<file path="config.mk">
export PLATFORM = sky130hd
export DESIGN_NAME = jtframe_rstcen_seq
export DESIGN_NICKNAME = d
export VERILOG_FILES = /design/src/rtl/jtframe_rstcen_seq.sv
export SDC_FILE = /design/constraint.sdc
export NUM_CORES = 1
export LEC_CHECK = 0
export CAP_MARGIN = 20
export CORE_MARGIN = 2
export CORE_UTILIZATION = 36
export DETAILED_ROUTE_END_ITERATION = 8
export HOLD_SLACK_MARGIN = 0.06
export PLACE_DENSITY_LB_ADDON = 0.1
export SYNTH_ARGS = -nofsm -noshare
export SYNTH_HDL_FRONTEND = slang
export SYNTH_SLANG_ARGS = --single-unit
</file>
<file path="constraint.sdc">
create_clock -name clk -period 4.8 [get_ports clk]
set_input_delay 0.96 -clock clk [delete_from_list [all_inputs] [get_ports clk]]
set_output_delay 0.96 -clock clk [all_outputs]
set_load 0.01 [all_outputs]
</file>
<file path="src/rtl/jtframe_rstcen_seq.sv">
// jtframe_rstcen_seq: fractional clock-enable generator and per-channel reset
// sequencer for the game clock domain.
//   clk        system clock, all logic on its rising edge
//   rst        synchronous active-high reset
//   pll_locked asynchronous PLL lock, two-flop synchronised internally
//   game_rst   request to re-run the HOLD/RELEASE sequence
//   num, den   per-channel ratio, channel i at [i*W +: W], latched on lock
//   cen        per-channel 1-cycle enable pulses at rate num/den
//   rst_out    per-channel active-high reset, released on the channel's cen
//   ready      high once every channel is out of reset
module jtframe_rstcen_seq #(
  parameter int unsigned CH    = 4,
  parameter int unsigned W     = 10,
  parameter int unsigned LOCKW = 8
) (
  input  logic            clk,
  input  logic            rst,
  input  logic            pll_locked,
  input  logic            game_rst,
  input  logic [CH*W-1:0] num,
  input  logic [CH*W-1:0] den,
  output logic [CH-1:0]   cen,
  output logic [CH-1:0]   rst_out,
  output logic            ready
);

  localparam logic [1:0] WAIT_LOCK = 2'd0;
  localparam logic [1:0] HOLD      = 2'd1;
  localparam logic [1:0] RELEASE   = 2'd2;
  localparam logic [1:0] RUN       = 2'd3;

  logic             lk_meta_q, lk_q;
  logic [1:0]       state_q, state_d;
  logic [LOCKW-1:0] lock_cnt_q, lock_cnt_d;
  logic [3:0]       hold_cnt_q, hold_cnt_d;
  logic [W-1:0]     num_q [CH];
  logic [W-1:0]     num_d [CH];
  logic [W-1:0]     den_q [CH];
  logic [W-1:0]     den_d [CH];
  logic [W:0]       acc_q [CH];
  logic [W:0]       acc_d [CH];
  logic [W:0]       acc_run [CH];
  logic [W:0]       sum [CH];
  logic [CH-1:0]    cen_run, dis;
  logic [CH-1:0]    cen_q, cen_d;
  logic [CH-1:0]    rst_q, rst_d;
  logic             ready_q, ready_d;

  // Per-channel fractional accumulator; acc < den always holds, so W+1 bits
  // never overflow. num >= den clamps to a constant enable.
  always_comb begin
    for (int unsigned i = 0; i < CH; i++) begin
      dis[i]     = (num_q[i] == '0) || (den_q[i] == '0);
      sum[i]     = {1'b0, num_q[i]} + acc_q[i];
      cen_run[i] = 1'b0;
      acc_run[i] = acc_q[i];
      if (dis[i]) begin
        acc_run[i] = acc_q[i];
      end else if (num_q[i] >= den_q[i]) begin
        cen_run[i] = 1'b1;
        acc_run[i] = '0;
      end else if (sum[i] >= {1'b0, den_q[i]}) begin
        cen_run[i] = 1'b1;
        acc_run[i] = sum[i] - {1'b0, den_q[i]};
      end else begin
        acc_run[i] = sum[i];
      end
    end
  end

  // Priority: lock loss > game_rst > normal sequencing (rst handled in the flops).
  always_comb begin
    state_d    = state_q;
    lock_cnt_d = lock_cnt_q;
    hold_cnt_d = hold_cnt_q;
    num_d      = num_q;
    den_d      = den_q;
    acc_d      = acc_q;
    cen_d      = '0;
    rst_d      = rst_q;
    ready_d    = ready_q;
    if (!lk_q) begin
      state_d    = WAIT_LOCK;
      lock_cnt_d = '0;
      rst_d      = '1;
      ready_d    = 1'b0;
    end else if (state_q == WAIT_LOCK) begin
      rst_d   = '1;
      ready_d = 1'b0;
      if (lock_cnt_q == '1) begin
        state_d    = HOLD;
        lock_cnt_d = '0;
        hold_cnt_d = '0;
        for (int unsigned i = 0; i < CH; i++) begin
          num_d[i] = num[i*W +: W];
          den_d[i] = den[i*W +: W];
          acc_d[i] = '0;
        end
      end else begin
        lock_cnt_d = lock_cnt_q + LOCKW'(1);
      end
    end else begin
      acc_d = acc_run;
      cen_d = cen_run;
      if (game_rst) begin
        state_d    = HOLD;
        hold_cnt_d = '0;
        rst_d      = '1;
        ready_d    = 1'b0;
      end else begin
        case (state_q)
          HOLD: begin
            if (hold_cnt_q == 4'd15) state_d = RELEASE;
            else hold_cnt_d = hold_cnt_q + 4'd1;
          end
          RELEASE: begin
            if (rst_q == '0) begin
              state_d = RUN;
              ready_d = 1'b1;
            end else begin
              // a channel leaves reset on its first enable; disabled ones at once
              rst_d = rst_q & ~(cen_run | dis);
            end
          end
          default: ready_d = 1'b1;
        endcase
      end
    end
  end

  always_ff @(posedge clk) begin
    if (rst) begin
      lk_meta_q  <= 1'b0;
      lk_q       <= 1'b0;
      state_q    <= WAIT_LOCK;
      lock_cnt_q <= '0;
      hold_cnt_q <= '0;
      for (int unsigned i = 0; i < CH; i++) begin
        num_q[i] <= '0;
        den_q[i] <= '0;
        acc_q[i] <= '0;
      end
      cen_q   <= '0;
      rst_q   <= '1;
      ready_q <= 1'b0;
    end else begin
      lk_meta_q  <= pll_locked;
      lk_q       <= lk_meta_q;
      state_q    <= state_d;
      lock_cnt_q <= lock_cnt_d;
      hold_cnt_q <= hold_cnt_d;
      num_q      <= num_d;
      den_q      <= den_d;
      acc_q      <= acc_d;
      cen_q      <= cen_d;
      rst_q      <= rst_d;
      ready_q    <= ready_d;
    end
  end

  assign cen     = cen_q;
  assign rst_out = rst_q;
  assign ready   = ready_q;

endmodule

</file>
==> results of run 1 <==
area by class of cell:
cell class / count / area, sq um
inverter: 67 / 251.5
sequential: 149 / 2983
clock inverter: 11 / 127.6
clock buffer: 20 / 456.7
tap: 378 / 473.0
fill: 2854 / 15810
timing repair buffer: 100 / 991.0
multi-input combinational: 1025 / 6920
layer usage:
layer	wire length [um]	track usage, %	part of all wire, %
met1	14510	26.39	51
met2	12560	30.38	45
met3	909	3.487	3.2
met4	233	3.708	0.83
met5	0	0	0
cell families after synthesis:
| logic type | share of synthesized area (%) |
|---|---|
| flip-flops | 28.91 |
| multiplexers | 3.129 |
| buffers and inverters | 4.124 |
| AO/OA/AOI/OAI | 20.82 |
| AND/OR/NAND/NOR | 20.86 |
| adder cells (fa/ha/maj) | 16.71 |
| XOR/XNOR | 5.434 |
through the flow:
stage	setup WS (ps)	hold WS [ps]	util, %	instance area [sq um]
final	635.0	445.5	43.57	12200
after global placement	742.0	430.0	41.48	11620
after global routing	342.0	472.9	43.57	12200
after detailed placement	704.6	431.7	41.48	11620
after CTS	653.6	451.4	43.57	12200
after floorplan	1007	413.8	-	10320
cell usage after synthesis (5+ instances only):
cell type	number	area (sq um)
ha_1	125	1564
nor4_1	14	87.58
nor2_1	75	281.5
a221o_1	9	90.09
or2_1	6	37.54
nor2b_1	15	93.84
o21bai_1	6	45.04
and2_1	7	43.79
nand2b_1	19	118.9
nand2_1	229	859.6
o41ai_1	10	87.58
nor3_1	25	125.1
a211oi_1	10	75.07
or4_1	8	60.06
a21oi_1	138	690.7
a31oi_1	9	56.30
xnor2_1	42	367.9
nand3_1	19	95.09
o21ai_1	29	145.1
xor2_1	22	192.7
o21ai_0	30	150.1
a211o_1	8	70.07
o21ai_2	8	70.07
inv_1	64	240.2
nand4_1	8	50.05
dfxtp_1	149	2983
nand3b_1	5	37.54
clkbuf_1	34	127.6
mux2i_1	30	300.3
a21o_1	24	180.2
or3_1	7	43.79
and3_1	8	50.05
fa_1	8	160.2
o21a_1	11	82.58
registers in the layout, summed over array words and instances, names as in the netlist:
name        cells
rst_out         4
hold_cnt_q      4
ready           1
cen             4
lk_meta_q       1
den_q          40
lock_cnt_q      8
num_q          40
lk_q            1
acc_q          44
state_q         2
path summary, 6_finish.rpt:
kind	startpoint	to	slack (ps)	depth (start not counted)
worst max-delay path	num_q[30]$_SDFFE_PP0P_	acc_q[41]$_SDFFE_PP0P_	640	14
worst min-delay path	lk_meta_q$_SDFF_PP0_	lk_q$_SDFF_PP0_	450	1
worst min register to register	lk_meta_q$_SDFF_PP0_	lk_q$_SDFF_PP0_	450	1
worst max register to register	num_q[30]$_SDFFE_PP0P_	acc_q[41]$_SDFFE_PP0P_	640	14
power by group through the flow:
stage / combinational [mW] / clock [mW] / sequential (mW)
final: 0.0954 / 1.36 / 1.24
after floorplan: 0.0186 / 0 / 1.27
after global routing: 0.103 / 1.44 / 1.24
after CTS: 0.0965 / 1.39 / 1.24
after global placement: 0.0969 / 0 / 1.27
after detailed placement: 0.0959 / 0 / 1.27
==> run summary, run 1 <==
largest fanout on the critical path - 9
number of flops mapped to enable cells by yosys - 0
Initial Util - 36.83%
IO buf count - 92
total internal power - 2.091 mW
asr flop ratio synth - 0%
depth of the CTS H-tree - 4
number of post-CTS setup repair buffers - 0
final worst-path cycle share - 86.77%
clk_lat worst skew - 430 ps
Final ANT Viol Nets - 0
endpoint type of the worst setup path - flop
CTS root buffer - clkbuf_16
CP Launch Type - flop
initial antenna violation count - 0
Max-Slew Margin vs Limit - 33.58%
worst stage delay on the critical path - 530 ps
All-Layer GR Usage - 18.87%
flops & latches, synth - 149
cts hold-fix bufs - 0
row cnt - 61
vias in the first global route - 8,778
fin. max-slew vios - 0
post-route setup TNS - 0 ps
Final Setup Violations - 0
Power Density - 221.1 mW/mm^2
clock sinks - 149
Unique masters post-synth - 78
sequential share of power - 45.9%
RSZ-0062 raised after global routing - false
RePlAce Congestion - 0.8449
placed cell count - 1,719
Seq/Total Area, Yosys - 28.91%
Critical Path, Cell by Cell - ha_1 -> fa_1 -> a211oi_2 -> nor2_1 -> o21a_1 -> o41a_1 -> xor2_1 -> ha_1 -> a21oi_1 -> and2b_2 -> nor4b_4 -> buf_4 -> mux2i_1 -> o21ai_2
Die Span Y - 173.3 um
Mean Syn Cell Area - 8.047 sq um
Hold Crit Class - reg -> reg
max_cap viols - 0
TritonRoute pass-1 iters - 5
Tot Pwr - 2.698 mW
GRT Residual Overflow - 0
Yosys warning count - 0
vias per cell - 5.230
Die Area - 0.03003 sq mm
WP data required - 5090 ps
largest net degree at the start of global routing - 83
First DRT Iteration DRCs - 444
P_sw - 0.6068 mW
NumNets Final - 1,577
clock tree buffer depth - 2
most common cell after layout, fill and taps aside - nand2_1
WP buf/inv - 1
prevailing post-synth register cell - dfxtp_1
crit path kind - reg -> reg
commonest non-fill, non-tap cells in the layout - nand2_1, dfxtp_1, a21oi_1, ha_1, clkdlybuf4s50_1
static leakage - 4.852 nW
# diodes - 0
I/O pin cnt - 93
crit path DAT - 4460 ps
clk slew on worst S/H paths - 70 ps
final wirelength - 28.22 mm
layout cells sized above 1 - 5.029%
Switching Fraction - 22.49%
final hold viol count - 0
Detail Placement HPWL - 21.53 mm
Worst Skew - 14.57 ps
total CTS buffers - 17
Slew @ Worst Pin - 992.6 ps
die width - 173.3 um
DRC - 0
CTS tree - built
Worst path top cell family by delay - compound AO/OA/AOI/OAI gates
Syn Nets - 1,499
peak supply drop - 0.2095 mV
first-pass GRT wire length - 46.32 mm
vias - 9,153
post-CTS sizing - 0
Final Critical Period - 4165 ps
Synth Cell Area - 0.01032 sq mm
combinational share of power - 3.5%
FMAX - 240.1 MHz
Layout area overhead - 18.29%
core area - 0.02801 sq mm
post-synthesis instance total - 1,282
Final Non-Filler Cells - 1,750
clock share of power - 50.6%
CP max stage cell - nor4b_4
status - complete, no violations
wire per inst - 16.12 um
most frequent CP cell - ha_1
(Power assumes the default switching activity.)
==> run 2: changes to the inputs <==
- CORE_UTILIZATION: 36 -> 39
- REMOVE_ABC_BUFFERS: unset -> 1
- SKIP_LAST_GASP: unset -> 1
==> run 2 against run 1 <==
  * Register-to-register slack gained 130 ps
  * Total power up 2.1%
  * Non-clock buffer count unchanged
  * Final cell count shrank 2.4%
  * Worst hold slack got worse by 5.5 ps
  * Wire length fell by 5.0%
==> run summary, run 2 (same netlist as run 1, synthesis figures left out) <==
clk slew on worst S/H paths - 70 ps (about the same)
Final ANT Viol Nets - 0 (unchanged)
status - complete, no violations
GRT Residual Overflow - 0 (unchanged)
Final Setup Violations - 0 (unchanged)
RePlAce Congestion - 0.8328 (-1.4%)
clock tree buffer depth - 2 (unchanged)
commonest non-fill, non-tap cells in the layout - nand2_1, dfxtp_1, a21oi_1, ha_1, clkdlybuf4s50_1
largest net degree at the start of global routing - 61 (-27%)
Die Area - 0.02777 sq mm (-7.5%)
most frequent CP cell - ha_1
largest fanout on the critical path - 12 (+3)
TritonRoute pass-1 iters - 5 (unchanged)
depth of the CTS H-tree - 4 (unchanged)
Worst path top cell family by delay - compound AO/OA/AOI/OAI gates
Detail Placement HPWL - 20.39 mm (-5.3%)
Top Registers - acc_q: 44 flops, den_q: 40 flops, num_q: 40 flops
post-CTS sizing - 0 (unchanged)
crit path kind - reg -> reg
core area - 0.02598 sq mm (-7.2%)
wire per inst - 15.69 um (-2.7%)
vias - 9,006 (-1.6%)
total CTS buffers - 17 (unchanged)
FMAX - 248.1 MHz (+3.3%)
Initial Util - 39.70% (+2.9 points)
cts hold-fix bufs - 0 (unchanged)
Layout area overhead - 18.21% (about the same)
endpoint type of the worst setup path - flop
WP buf/inv - 0 (-1)
worst stage delay on the critical path - 700 ps (+170 ps)
layout cells sized above 1 - 5.098% (+0.069 points)
vias per cell - 5.273 (+0.81%)
post-route setup TNS - 0 ps (unchanged)
NumNets Final - 1,577 (unchanged)
final instance area - 0.01219 sq mm (about the same)
Slew @ Worst Pin - 992.9 ps (+0.2679 ps)
Hold Crit Class - reg -> reg
peak supply drop - 0.2089 mV (-0.26%)
vias in the first global route - 8,870 (+1.0%)
final hold viol count - 0 (unchanged)
# diodes - 0 (unchanged)
RSZ-0062 raised after global routing - false
row cnt - 59 (-3.3%)
static leakage - 4.891 nW (+0.80%)
Power Density - 225.8 mW/mm^2 (+2.1%)
CTS tree - built
fin. max-slew vios - 0 (unchanged)
Critical Path, Cell by Cell - ha_1 -> fa_1 -> a211oi_2 -> nor2_1 -> o21a_1 -> o41a_1 -> xor2_1 -> ha_1 -> a21oi_1 -> and2b_2 -> nor4b_4 -> nor3_1 -> a221o_1
placed cell areas - 0.01155 sq mm (-0.56%)
first-pass GRT wire length - 44.71 mm (-3.5%)
IO buf count - 92 (unchanged)
initial antenna violation count - 0 (unchanged)
CP max stage cell - nor4b_4
final wirelength - 26.80 mm (-5.0%)
max reg flops - 44 (unchanged)
number of post-CTS setup repair buffers - 0 (unchanged)
First DRT Iteration DRCs - 483 (+8.8%)
CTS root buffer - clkbuf_16
WP data required - 5120 ps (+30 ps)
clk_lat worst skew - 430 ps (about the same)
die width - 166.6 um (-3.8%)
clock sinks - 149 (unchanged)
Max-Slew Margin vs Limit - 33.67% (+0.090 points)
Final Critical Period - 4031 ps (-133.9 ps)
max_cap viols - 0 (unchanged)
Worst Skew - 13.13 ps (-1.432 ps)
I/O pin cnt - 93 (unchanged)
crit path DAT - 4350 ps (-110 ps)
final worst-path cycle share - 83.98% (-2.8 points)
Die Span Y - 166.6 um (-3.8%)
DRC - 0 (unchanged)
All-Layer GR Usage - 19.53% (+0.66 points)
Tot Pwr - 2.753 mW (+2.1%)
CP Launch Type - flop
Top reg by flops - acc_q
most common cell after layout, fill and taps aside - nand2_1
[run 2: path summary, 6_finish.rpt]
check	cells after the start	start	to	slack (ps)
max	13	num_q[30]$_SDFFE_PP0P_	acc_q[33]$_SDFFE_PP0P_	770
min reg2reg	1	lk_meta_q$_SDFF_PP0_	lk_q$_SDFF_PP0_	440
min	1	lk_meta_q$_SDFF_PP0_	lk_q$_SDFF_PP0_	440
max reg2reg	13	num_q[30]$_SDFFE_PP0P_	acc_q[33]$_SDFFE_PP0P_	770
[run 2: final cells by class]
cell class              instances  area [sq um]
clock buffers                  17         425.4
clock inverters                15         195.2
well taps                     335         419.2
multi-input cells            1025          6917
fillers                      2652         13790
repair buffers                100          1003
flip-flops and latches        149          2983
inverters                      67         251.5
[run 2: per-stage QoR]
step	worst slack, ps	std cells	util, %	hold WS (ps)
2_1_floorplan	270.0	1241	-	413.8
3_3_place_gp	877.3	1675	44.46	428.8
3_5_place_dp	791.0	1675	44.46	424.1
4_1_cts	744.1	1707	46.85	439.4
5_1_grt	428.9	1708	46.93	453.9
6_report	768.9	1708	46.93	440.0
[run 2: worst reg2reg max path, stage by stage (launching register included)]
cell and delay [ps]:
dfxtp_1 340, ha_1 230, fa_1 440, a211oi_2 270, nor2_1 90, o21a_1 190
o41a_1 320, xor2_1 210, ha_1 330, a21oi_1 180, and2b_2 250, nor4b_4 700
nor3_1 100, a221o_1 280
[run 2: per-layer routing]
| layer | share of wire [%] | vias up | GRT usage, % |
|---|---|---|---|
| met4 | 0.92 | 0 | 4.273 |
| met5 | 0 | - | 0 |
| met3 | 2.2 | 19 | 2.590 |
| li1 | - | 4726 | - |
| met1 | 51 | 4160 | 27.33 |
| met2 | 46 | 101 | 32.11 |
[run 2: power breakdown]
part	total [mW]	internal (mW)	switching, mW	leakage [nW]
sequential	1.24	1.24	0.000865	1.20
clock	1.42	0.833	0.589	0.291
combinational	0.0943	0.0619	0.0323	3.40
==> run 3: changes to the inputs <==
- clock period: 4.8 -> 3.8 ns (I/O delays scaled with it)
==> run 3 against run 2 <==
  * Design area is 3.4% higher
  * Worst hold slack worse by 6.9 ps
  * Critical path depth is 3 higher
  * Register-to-register slack worse by 720 ps
  * Die area stayed put
  * Clock power is 23% higher
  * Count of clock-buffer cells in the layout stayed put
  * Largest power group unchanged
  * Total power is 24% higher
  * Clock skew hardly changed
  * Global-route usage is 0.17 points lower
==> run summary, run 3 (same netlist as run 1, synthesis figures left out) <==
crit path DAT - 4020 ps (-330 ps)
placed cell areas - 0.01173 sq mm (+1.5%)
vias in the first global route - 8,740 (-1.5%)
max_cap viols - 0 (unchanged)
Reg2Reg Setup Slack - 50 ps (-720 ps)
Switching Fraction - 23.29% (+0.71 points)
initial antenna violation count - 0 (unchanged)
vias - 9,238 (+2.6%)
layout cells sized above 1 - 9.292% (+4.2 points)
Max-Slew Margin vs Limit - 24.47% (-9.2 points)
max reg flops - 44 (unchanged)
WP buf/inv - 1 (+1)
Fill cells - 2,561 (-3.4%)
wire per inst - 15.78 um (+0.55%)
vias per cell - 5.328 (+1.0%)
slack of the critical path - 51.78 ps (-717.2 ps)
Die Area - 0.02777 sq mm (unchanged)
clock share of power - 50.8% (-0.8 points)
# diodes - 0 (unchanged)
first-pass GRT wire length - 44.13 mm (-1.3%)
clock tree buffer depth - 2 (unchanged)
most common cell after layout, fill and taps aside - nand2_1
die width - 166.6 um (unchanged)
sequential share of power - 45.6% (+0.7 points)
First DRT Iteration DRCs - 454 (-6.0%)
clock sinks - 149 (unchanged)
final instance area - 0.01261 sq mm (+3.4%)
I/O pin cnt - 93 (unchanged)
Layout area overhead - 22.21%
static leakage - 5.112 nW (+4.5%)
TritonRoute pass-1 iters - 5 (unchanged)
Worst Skew - 13.50 ps (+0.3712 ps)
Power Density - 271.7 mW/mm^2 (+20%)
CTS tree - built
Slew @ Worst Pin - 1131 ps (+137.7 ps)
pre-CTS WS - -100.5 ps (-891.6 ps)
largest net degree at the start of global routing - 60 (-1.6%)
Top reg by flops - acc_q
fin. max-slew vios - 0 (unchanged)
final hold slack - 433.1 ps (-6.887 ps)
total internal power - 2.628 mW (+23%)
Tot Pwr - 3.425 mW (+24%)
Final Setup Violations - 0 (unchanged)
Initial Util - 39.70% (unchanged)
DRC - 0 (unchanged)
Detail Placement HPWL - 20.78 mm (+1.9%)
IO buf count - 92 (unchanged)
core area - 0.02598 sq mm (unchanged)
largest fanout on the critical path - 5 (-7)
final hold viol count - 0 (unchanged)
commonest non-fill, non-tap cells in the layout - nand2_1, dfxtp_1, a21oi_1, ha_1, clkdlybuf4s50_1
Top Registers - acc_q: 44 flops, den_q: 40 flops, num_q: 40 flops
status - complete, no violations
depth of the CTS H-tree - 4 (unchanged)
CP max stage cell - fa_2
Worst path top cell family by delay - compound AO/OA/AOI/OAI gates
clk slew on worst S/H paths - 70 ps (about the same)
final worst-path cycle share - 98.64% (+15 points)
clk_lat worst skew - 430 ps (about the same)
CTS root buffer - clkbuf_16
row cnt - 59 (unchanged)
FMAX - 266.8 MHz (+7.5%)
combinational share of power - 3.5% (about the same)
crit path kind - reg -> reg
CP Launch Type - flop
Final Critical Period - 3748 ps (-282.8 ps)
endpoint type of the worst setup path - flop
total CTS buffers - 17 (unchanged)
Final ANT Viol Nets - 0 (unchanged)
GRT Residual Overflow - 0 (unchanged)
peak supply drop - 0.2935 mV (+40%)
RSZ-0062 raised after global routing - true
Hold Crit Class - reg -> reg
final wirelength - 27.36 mm (+2.1%)
WP data required - 4070 ps (-1050 ps)
Critical Path, Cell by Cell - ha_4 -> fa_2 -> a211o_1 -> o211ai_1 -> nand2b_1 -> a21oi_2 -> xnor2_2 -> ha_1 -> and3_4 -> and2_4 -> a221oi_4 -> o21ai_2 -> a211oi_4 -> buf_4 -> mux2i_1 -> o21ai_1
Die Span Y - 166.6 um (unchanged)
worst stage delay on the critical path - 400 ps (-300 ps)
P_sw - 0.7977 mW (+28%)
All-Layer GR Usage - 19.36% (-0.17 points)
NumNets Final - 1,603 (+1.6%)
RePlAce Congestion - 0.8572 (+2.9%)
## run 3: cell count changes in the layout (fill, tap and decap cells not counted), moves of 3 or more
cell	previous run	this run
buf_4	7	28
buf_12	2	5
o21ai_1	29	26
dfxtp_1	149	145
o21ai_2	8	12
dfxtp_2	0	4
a21oi_2	0	4
a21oi_1	138	134
## run 3: final timing paths
path,cells past startpoint,end,startpoint
setup / recovery,16,acc_q[29]$_SDFFE_PP0P_,acc_q[22]$_SDFFE_PP0P_
hold / removal,1,lk_q$_SDFF_PP0_,lk_meta_q$_SDFF_PP0_
setup reg to reg,16,acc_q[29]$_SDFFE_PP0P_,acc_q[22]$_SDFFE_PP0P_
hold reg to reg,1,lk_q$_SDFF_PP0_,lk_meta_q$_SDFF_PP0_
## run 3: area by class of cell
class	instances	area, sq um	area share, %
Inverter	67	251.5	1.995
Sequential cell	149	2988	23.70
Clock inverter	15	170.2	1.350
Timing Repair Buffer	126	1244	9.865
Multi-Input combinational cell	1025	7109	56.39
Clock buffer	17	425.4	3.374
Tap cell	335	419.2	3.325
## run 3: worst reg2reg max path, cell delays in order, from the launching register on
cell      delay (ps)
dfxtp_2          340
ha_4             170
fa_2             400
a211o_1          270
o211ai_1         140
nand2b_1         110
a21oi_2          180
xnor2_2          150
ha_1             280
and3_4           180
and2_4           170
a221oi_4         260
o21ai_2          140
a211oi_4         340
buf_4            210
mux2i_1          200
o21ai_1           70
## run 3: timing repair
item,in CTS,in global routing
hold buffers,0,0
setup buffers,1,9
setup endpoints to repair,13,37
cloned,0,0
pin swaps,4,17
gates resized for setup,6,39
## run 3: power by group through the flow
stage	logic, mW	registers [mW]	clock network [mW]
floorplan	0.00889	1.60	0
global placement	0.122	1.60	0
detailed placement	0.122	1.60	0
CTS	0.122	1.56	1.78
global route	0.129	1.56	1.85
finish	0.121	1.56	1.74
## run 3: stage by stage
stage / util (%) / cells / setup TNS (ps)
6_report: 48.52 / 1734 / 0
5_1_grt: 48.52 / 1734 / -1642
4_1_cts: 47.59 / 1725 / 0
3_5_place_dp: 45.15 / 1692 / -518.9
3_3_place_gp: 45.15 / 1692 / 0
2_1_floorplan: - / 1241 / -7509
## run 3: layer usage
| layer | global-route usage [%] | wire length [um] | part of all wire (%) | vias to the layer above |
|---|---|---|---|---|
| li1 | - | - | - | 4773 |
| met1 | 25.94 | 13330 | 49 | 4311 |
| met2 | 32.66 | 12850 | 47 | 130 |
| met3 | 3.398 | 811 | 3.0 | 24 |
| met4 | 4.160 | 373 | 1.4 | 0 |
| met5 | 0 | 0 | 0 | - |
